===== src/rtl/bp_sacc_spm_arbiter.sv =====
// Round-robin arbiter that shares one 1rw scratchpad SRAM between an IO-command requester (0)
// and the accelerator engine (1), with one registered response slot per requester.
module bp_sacc_spm_arbiter #(
  parameter int unsigned els_p        = 20,
  parameter int unsigned data_width_p = 64,
  parameter int unsigned addr_width_p = (els_p > 1) ? $clog2(els_p) : 1,
  parameter int unsigned cnt_width_p  = 10
) (
  input  logic                      clk_i,
  input  logic                      reset_n_i,

  input  logic [1:0]                req_v_i,
  input  logic [1:0]                req_w_i,
  input  logic [2*addr_width_p-1:0] req_addr_i,
  input  logic [2*data_width_p-1:0] req_data_i,
  output logic [1:0]                req_ready_and_o,

  output logic [1:0]                resp_v_o,
  output logic [2*data_width_p-1:0] resp_data_o,
  output logic [1:0]                resp_err_o,
  input  logic [1:0]                resp_ready_and_i,

  output logic                      mem_v_o,
  output logic                      mem_w_o,
  output logic [addr_width_p-1:0]   mem_addr_o,
  output logic [data_width_p-1:0]   mem_data_o,
  input  logic [data_width_p-1:0]   mem_data_i,

  input  logic                      wr_cnt_clear_i,
  output logic [cnt_width_p-1:0]    wr_cnt_o
);

  typedef enum logic [1:0] {StEmpty, StInflight, StFull} slot_e;

  slot_e                    slot_q [2];
  slot_e                    slot_d [2];
  logic [1:0]               rd_pend_q;
  logic [1:0]               err_pend_q;
  logic [data_width_p-1:0]  resp_data_q [2];
  logic [1:0]               resp_err_q;
  logic                     last_grant_q;
  logic [cnt_width_p-1:0]   wr_cnt_q, wr_cnt_d;

  logic [addr_width_p-1:0]  req_addr [2];
  logic [1:0]               in_range;
  logic [1:0]               resp_hs;
  logic [1:0]               eligible;
  logic [1:0]               grant;
  logic                     gnt_sel;

  always_comb begin
    for (int i = 0; i < 2; i++) begin
      req_addr[i] = req_addr_i[i*addr_width_p +: addr_width_p];
      in_range[i] = (32'(req_addr[i]) < els_p);
      resp_hs[i]  = (slot_q[i] == StFull) & resp_ready_and_i[i];
      // A full slot can take a new request in the same cycle its response drains.
      eligible[i] = req_v_i[i] & ((slot_q[i] == StEmpty) | resp_hs[i]);
    end
  end

  always_comb begin
    grant = 2'b00;
    if (reset_n_i) begin
      unique case (eligible)
        2'b01:   grant = 2'b01;
        2'b10:   grant = 2'b10;
        2'b11:   grant = last_grant_q ? 2'b01 : 2'b10;
        default: grant = 2'b00;
      endcase
    end
  end

  assign gnt_sel         = grant[1];
  assign req_ready_and_o = grant;

  assign mem_v_o    = (|grant) & in_range[gnt_sel];
  assign mem_w_o    = (|grant) & req_w_i[gnt_sel];
  assign mem_addr_o = req_addr[gnt_sel];
  assign mem_data_o = gnt_sel ? req_data_i[data_width_p +: data_width_p]
                              : req_data_i[0 +: data_width_p];

  always_comb begin
    for (int i = 0; i < 2; i++) begin
      slot_d[i] = slot_q[i];
      unique case (slot_q[i])
        StEmpty:    if (grant[i]) slot_d[i] = StInflight;
        StInflight: slot_d[i] = StFull;
        StFull:     if (resp_hs[i]) slot_d[i] = grant[i] ? StInflight : StEmpty;
        default:    slot_d[i] = StEmpty;
      endcase
    end
  end

  always_comb begin
    wr_cnt_d = wr_cnt_q;
    if (wr_cnt_clear_i) begin
      wr_cnt_d = '0;
    end else if (mem_v_o && mem_w_o && (wr_cnt_q != '1)) begin
      wr_cnt_d = wr_cnt_q + cnt_width_p'(1);
    end
  end

  always_ff @(posedge clk_i or negedge reset_n_i) begin
    if (!reset_n_i) begin
      for (int i = 0; i < 2; i++) begin
        slot_q[i]      <= StEmpty;
        resp_data_q[i] <= '0;
      end
      rd_pend_q    <= '0;
      err_pend_q   <= '0;
      resp_err_q   <= '0;
      last_grant_q <= 1'b1;
      wr_cnt_q     <= '0;
    end else begin
      for (int i = 0; i < 2; i++) begin
        slot_q[i] <= slot_d[i];
        if (grant[i]) begin
          rd_pend_q[i]  <= ~req_w_i[i] & in_range[i];
          err_pend_q[i] <= ~in_range[i];
        end
        // SRAM read data is valid exactly while the slot is in flight.
        if (slot_q[i] == StInflight) begin
          resp_data_q[i] <= rd_pend_q[i] ? mem_data_i : '0;
          resp_err_q[i]  <= err_pend_q[i];
        end
      end
      if (|grant) last_grant_q <= gnt_sel;
      wr_cnt_q <= wr_cnt_d;
    end
  end

  always_comb begin
    for (int i = 0; i < 2; i++) begin
      resp_v_o[i] = (slot_q[i] == StFull);
    end
  end

  assign resp_data_o = {resp_data_q[1], resp_data_q[0]};
  assign resp_err_o  = resp_err_q;
  assign wr_cnt_o    = wr_cnt_q;

endmodule


===== config.mk =====
export PLATFORM = sky130hd
export DESIGN_NAME = bp_sacc_spm_arbiter
export DESIGN_NICKNAME = d
export VERILOG_FILES = /design/src/rtl/bp_sacc_spm_arbiter.sv
export SDC_FILE = /design/constraint.sdc
export NUM_CORES = 1
export LEC_CHECK = 0
export CORE_AREA = 3 3 166 168
export DETAILED_ROUTE_END_ITERATION = 8
export DIE_AREA = 0 0 169 171
export PLACE_DENSITY_LB_ADDON = 0.15
export SKIP_CTS_REPAIR_TIMING = 1
export SLEW_MARGIN = 20
export SYNTH_ARGS = -nofsm -noshare
export SYNTH_HDL_FRONTEND = slang
export SYNTH_SLANG_ARGS = --single-unit

===== constraint.sdc =====
create_clock -name clk_i -period 5.55 [get_ports clk_i]
set_input_delay 1.665 -clock clk_i [delete_from_list [all_inputs] [get_ports clk_i]]
set_output_delay 1.665 -clock clk_i [all_outputs]
set_load 0.05 [all_outputs]

==> metrics <==
Reg-to-Reg Start=last_grant_q; total track usage=19.3%; Synth cell types=35; WL final=28800 um; run status=complete, no violations; port bufs=425; CP Launch Type=primary input; setup slack, reg-to-reg=3.12 ns; Die Height=~170 um; DR vias/cell=between 4 and 5; design area=~13000 sq um; global route total overflow=0; Tcrit/Tclk final=between 90 and 100%; Final Hold Viols=0; layout cell share with drive strength beyond 1=10.4%; I/O pins=roughly 430; Final setup viols=0; initial DRC count=388; Synth Register Bits=between 100 and 150; most frequent cells in the layout=462 x nand2_1, 351 x clkdlybuf4s50_1, 146 x dfrtp_1; antenna violations before repair=6; fmax=about 0.19 GHz; Avg Synthesized Cell Area=roughly 8 sq um; busiest grt layer=met2; Die Area=~29000 sq um; switching share of power=46.9%; M3 GR Usage=between 8 and 9%; slew margin rel.=50.7%; hold crit path type=register to register; core area=~26000 sq um; Initial Util=about a quarter; required time of the critical path=a little under 4 ns; vias in the first global route=approximately 7300; pin count of the biggest net entering global routing=124; Worst-Margin Slew=0.739 ns; combinational fraction of design power=~54%; crit path max fanout=26; TritonCTS clock tree=yes; H-tree Lvls=4; Max Slew Vio Count=0; Reg2Reg Capture Point=wr_cnt_o[5]; CP endpoint kind=output port; post-layout util=between 40% and 50%; Sinks on Clock Net=around 150; num rows=~60; grt met1 use=a little over a fifth; WS Path Type=primary input to output port; filler instances=about 2500; routability cong.=0.873; Peak VDD IR=about 0.32 mV; first-pass GRT wire length=between 40000 and 50000 um; hold depth=2; Syn Std Cell Area=6920 sq um; # DRC=0; max-cap check violation count=0; clk buf depth=2; routing usage on met2=approximately a third; static leakage=between 0.005 and 0.006 uW; dpl hpwl=between 20000 and 25000 um; sum of negative setup slack=0 ns; P_sw=2910 uW; leading cell type in the layout, fill and taps excluded=nand2_1; syn_nets=1098; post-synthesis sequential area ratio=approximately 54%; Layout Nets=around 1500; Layout Skew=around 0.0095 ns; Worst Reg-to-Reg Cells=6; Worst-Skew Late Latency=0.41 ns; drt first pass iters=4; Reg power frac=27.1%; Min-Delay Endpoint=resp_data_o[125]; P_int=around 3300 uW; CTS root buffer=clkbuf_16; worst hold start=resp_data_o[125]; minimum clock period=5.38 ns; dpl cell area=roughly 12000 sq um; RSZ-0062 raised after global routing=false; Clock Pin Slew Worst Setup and Hold Paths=~0.060 ns; critical path arrival=3.71 ns; chip width=approximately 170 um; Post-DRT Antenna Nets=0; clock buffer count from CTS=17; clock power share=19.1%; Mapped Cells=between 800 and 900; Synth-to-Final Area Change=85.7%; Power Density=482 nW/um^2; WL per Instance=around 18 um; total vias in the final route=approximately 7300; yosys warns=0
cells in the mapped netlist:
cell type  count  area [sq um]
nand2_1      462          1730
a31oi_1        1          6.26
a211o_1        1          8.76
o31ai_1        1          7.51
or3_4          1          11.3
xnor2_1        1          8.76
nand4b_1       1          8.76
o21a_1         1          7.51
a32oi_1        2          17.5
nor2b_1        7          43.8
or4_1          1          7.51
inv_1          7          26.3
nand3_1        4          20.0
nand2b_1       6          37.5
buf_6          1          11.3
o21ai_0      139           696
buf_1          7          26.3
a31o_1         1          8.76
and2_1         4          25.0
ha_1           1          12.5
nor2_1         6          22.5
or3_1          3          18.8
mux2_2         9           101
a311oi_1       1          8.76
a211oi_2       1          12.5
and4_1         1          8.76
dfstp_2        1          26.3
nand4_1        2          12.5
nor3_1         1          5.00
and3_1         2          12.5
nand2b_4       1          13.8
mux2_1         1          11.3
dfrtp_1      148          3700
clkbuf_1      53           199
a21oi_1        7          35.0
state kept, by name (all words and copies together), names as in the netlist:
name,count
err_pend_q,2
last_grant_q,1
wr_cnt_o,10
resp_err_o,2
resp_data_o,128
rd_pend_q,2
slot_q,4
worst max-delay path by stage:
stage	start	slack, ns	end
CTS	resp_ready_and_i[1]	0.14	mem_data_o[32]
global placement	resp_ready_and_i[1]	0.16	mem_data_o[32]
finish	resp_ready_and_i[1]	0.17	mem_data_o[32]
detailed placement	resp_ready_and_i[1]	0.14	mem_data_o[32]
floorplan	req_v_i[1]	0.45	mem_data_o[54]
global route	req_v_i[1]	0.009	mem_data_o[24]
layer usage:
| layer | share of wire, % | routed length, um | up-vias |
|---|---|---|---|
| li1 | - | - | 3612 |
| met1 | 37 | 10700 | 3345 |
| met2 | 50 | 14500 | 287 |
| met3 | 10 | 2880 | 35 |
| met4 | 2.3 | 663 | 4 |
| met5 | 0.12 | 34 | - |
critical path: stages:
cell	delay [ns]
clkdlybuf4s50_1	0.47
nand2b_1	0.14
and2_1	0.26
nand3_2	0.16
inv_2	0.42
buf_12	0.23
nand2_1	0.07
nand2_1	0.12
buf_12	0.15
power groups by stage:
| stage | registers [uW] | logic, uW | clock network, uW |
|---|---|---|---|
| 2_1_floorplan | 2860 | 756 | 0 |
| 3_3_place_gp | 1690 | 3350 | 0 |
| 3_5_place_dp | 1700 | 3360 | 0 |
| 4_1_cts | 1680 | 3370 | 1210 |
| 5_1_grt | 1740 | 3520 | 1260 |
| 6_report | 1680 | 3330 | 1180 |
kinds of logic (layout without fill, tap and decap cells):
group                      after synthesis  count (layout)  synth area share, %
DFF                                    149             149                 53.9
muxes                                   10              10                 1.63
other                                    0               4                    0
adders and majority gates                1               1                0.181
buffers and inverters                   68             474                 3.80
and+or+nand+nor                        502             502                 28.7
AOI/OAI and AO/OA                      155             155                 11.7
xor gates and xnor gates                 1               1                0.127
per-stage QoR:
| stage | power, uW | worst slack [ns] | instances | hold slack [ns] |
|---|---|---|---|---|
| final | 6190 | 0.171 | 1631 | 0.474 |
| after global routing | 6510 | 0.00886 | 1631 | 0.505 |
| after CTS | 6270 | 0.139 | 1627 | 0.483 |
| after detailed placement | 5070 | 0.145 | 1595 | 0.469 |
| after global placement | 5040 | 0.163 | 1595 | 0.460 |
| after floorplan | 3620 | 0.447 | 886 | 0.446 |
area by class of cell:
type | count | area [sq um] | area share, %
Sequential cell | 149 | 3730 | 29.1
Clock buffer | 18 | 439 | 3.42
Timing Repair Buffer | 435 | 5110 | 39.8
Clock inverter | 14 | 164 | 1.28
Antenna cell | 4 | 10.0 | 0.0779
Multi-Input combinational cell | 669 | 2940 | 22.9
Tap cell | 335 | 419 | 3.26
Inverter | 7 | 26.3 | 0.205
Power figures use the tool's default switching activity.
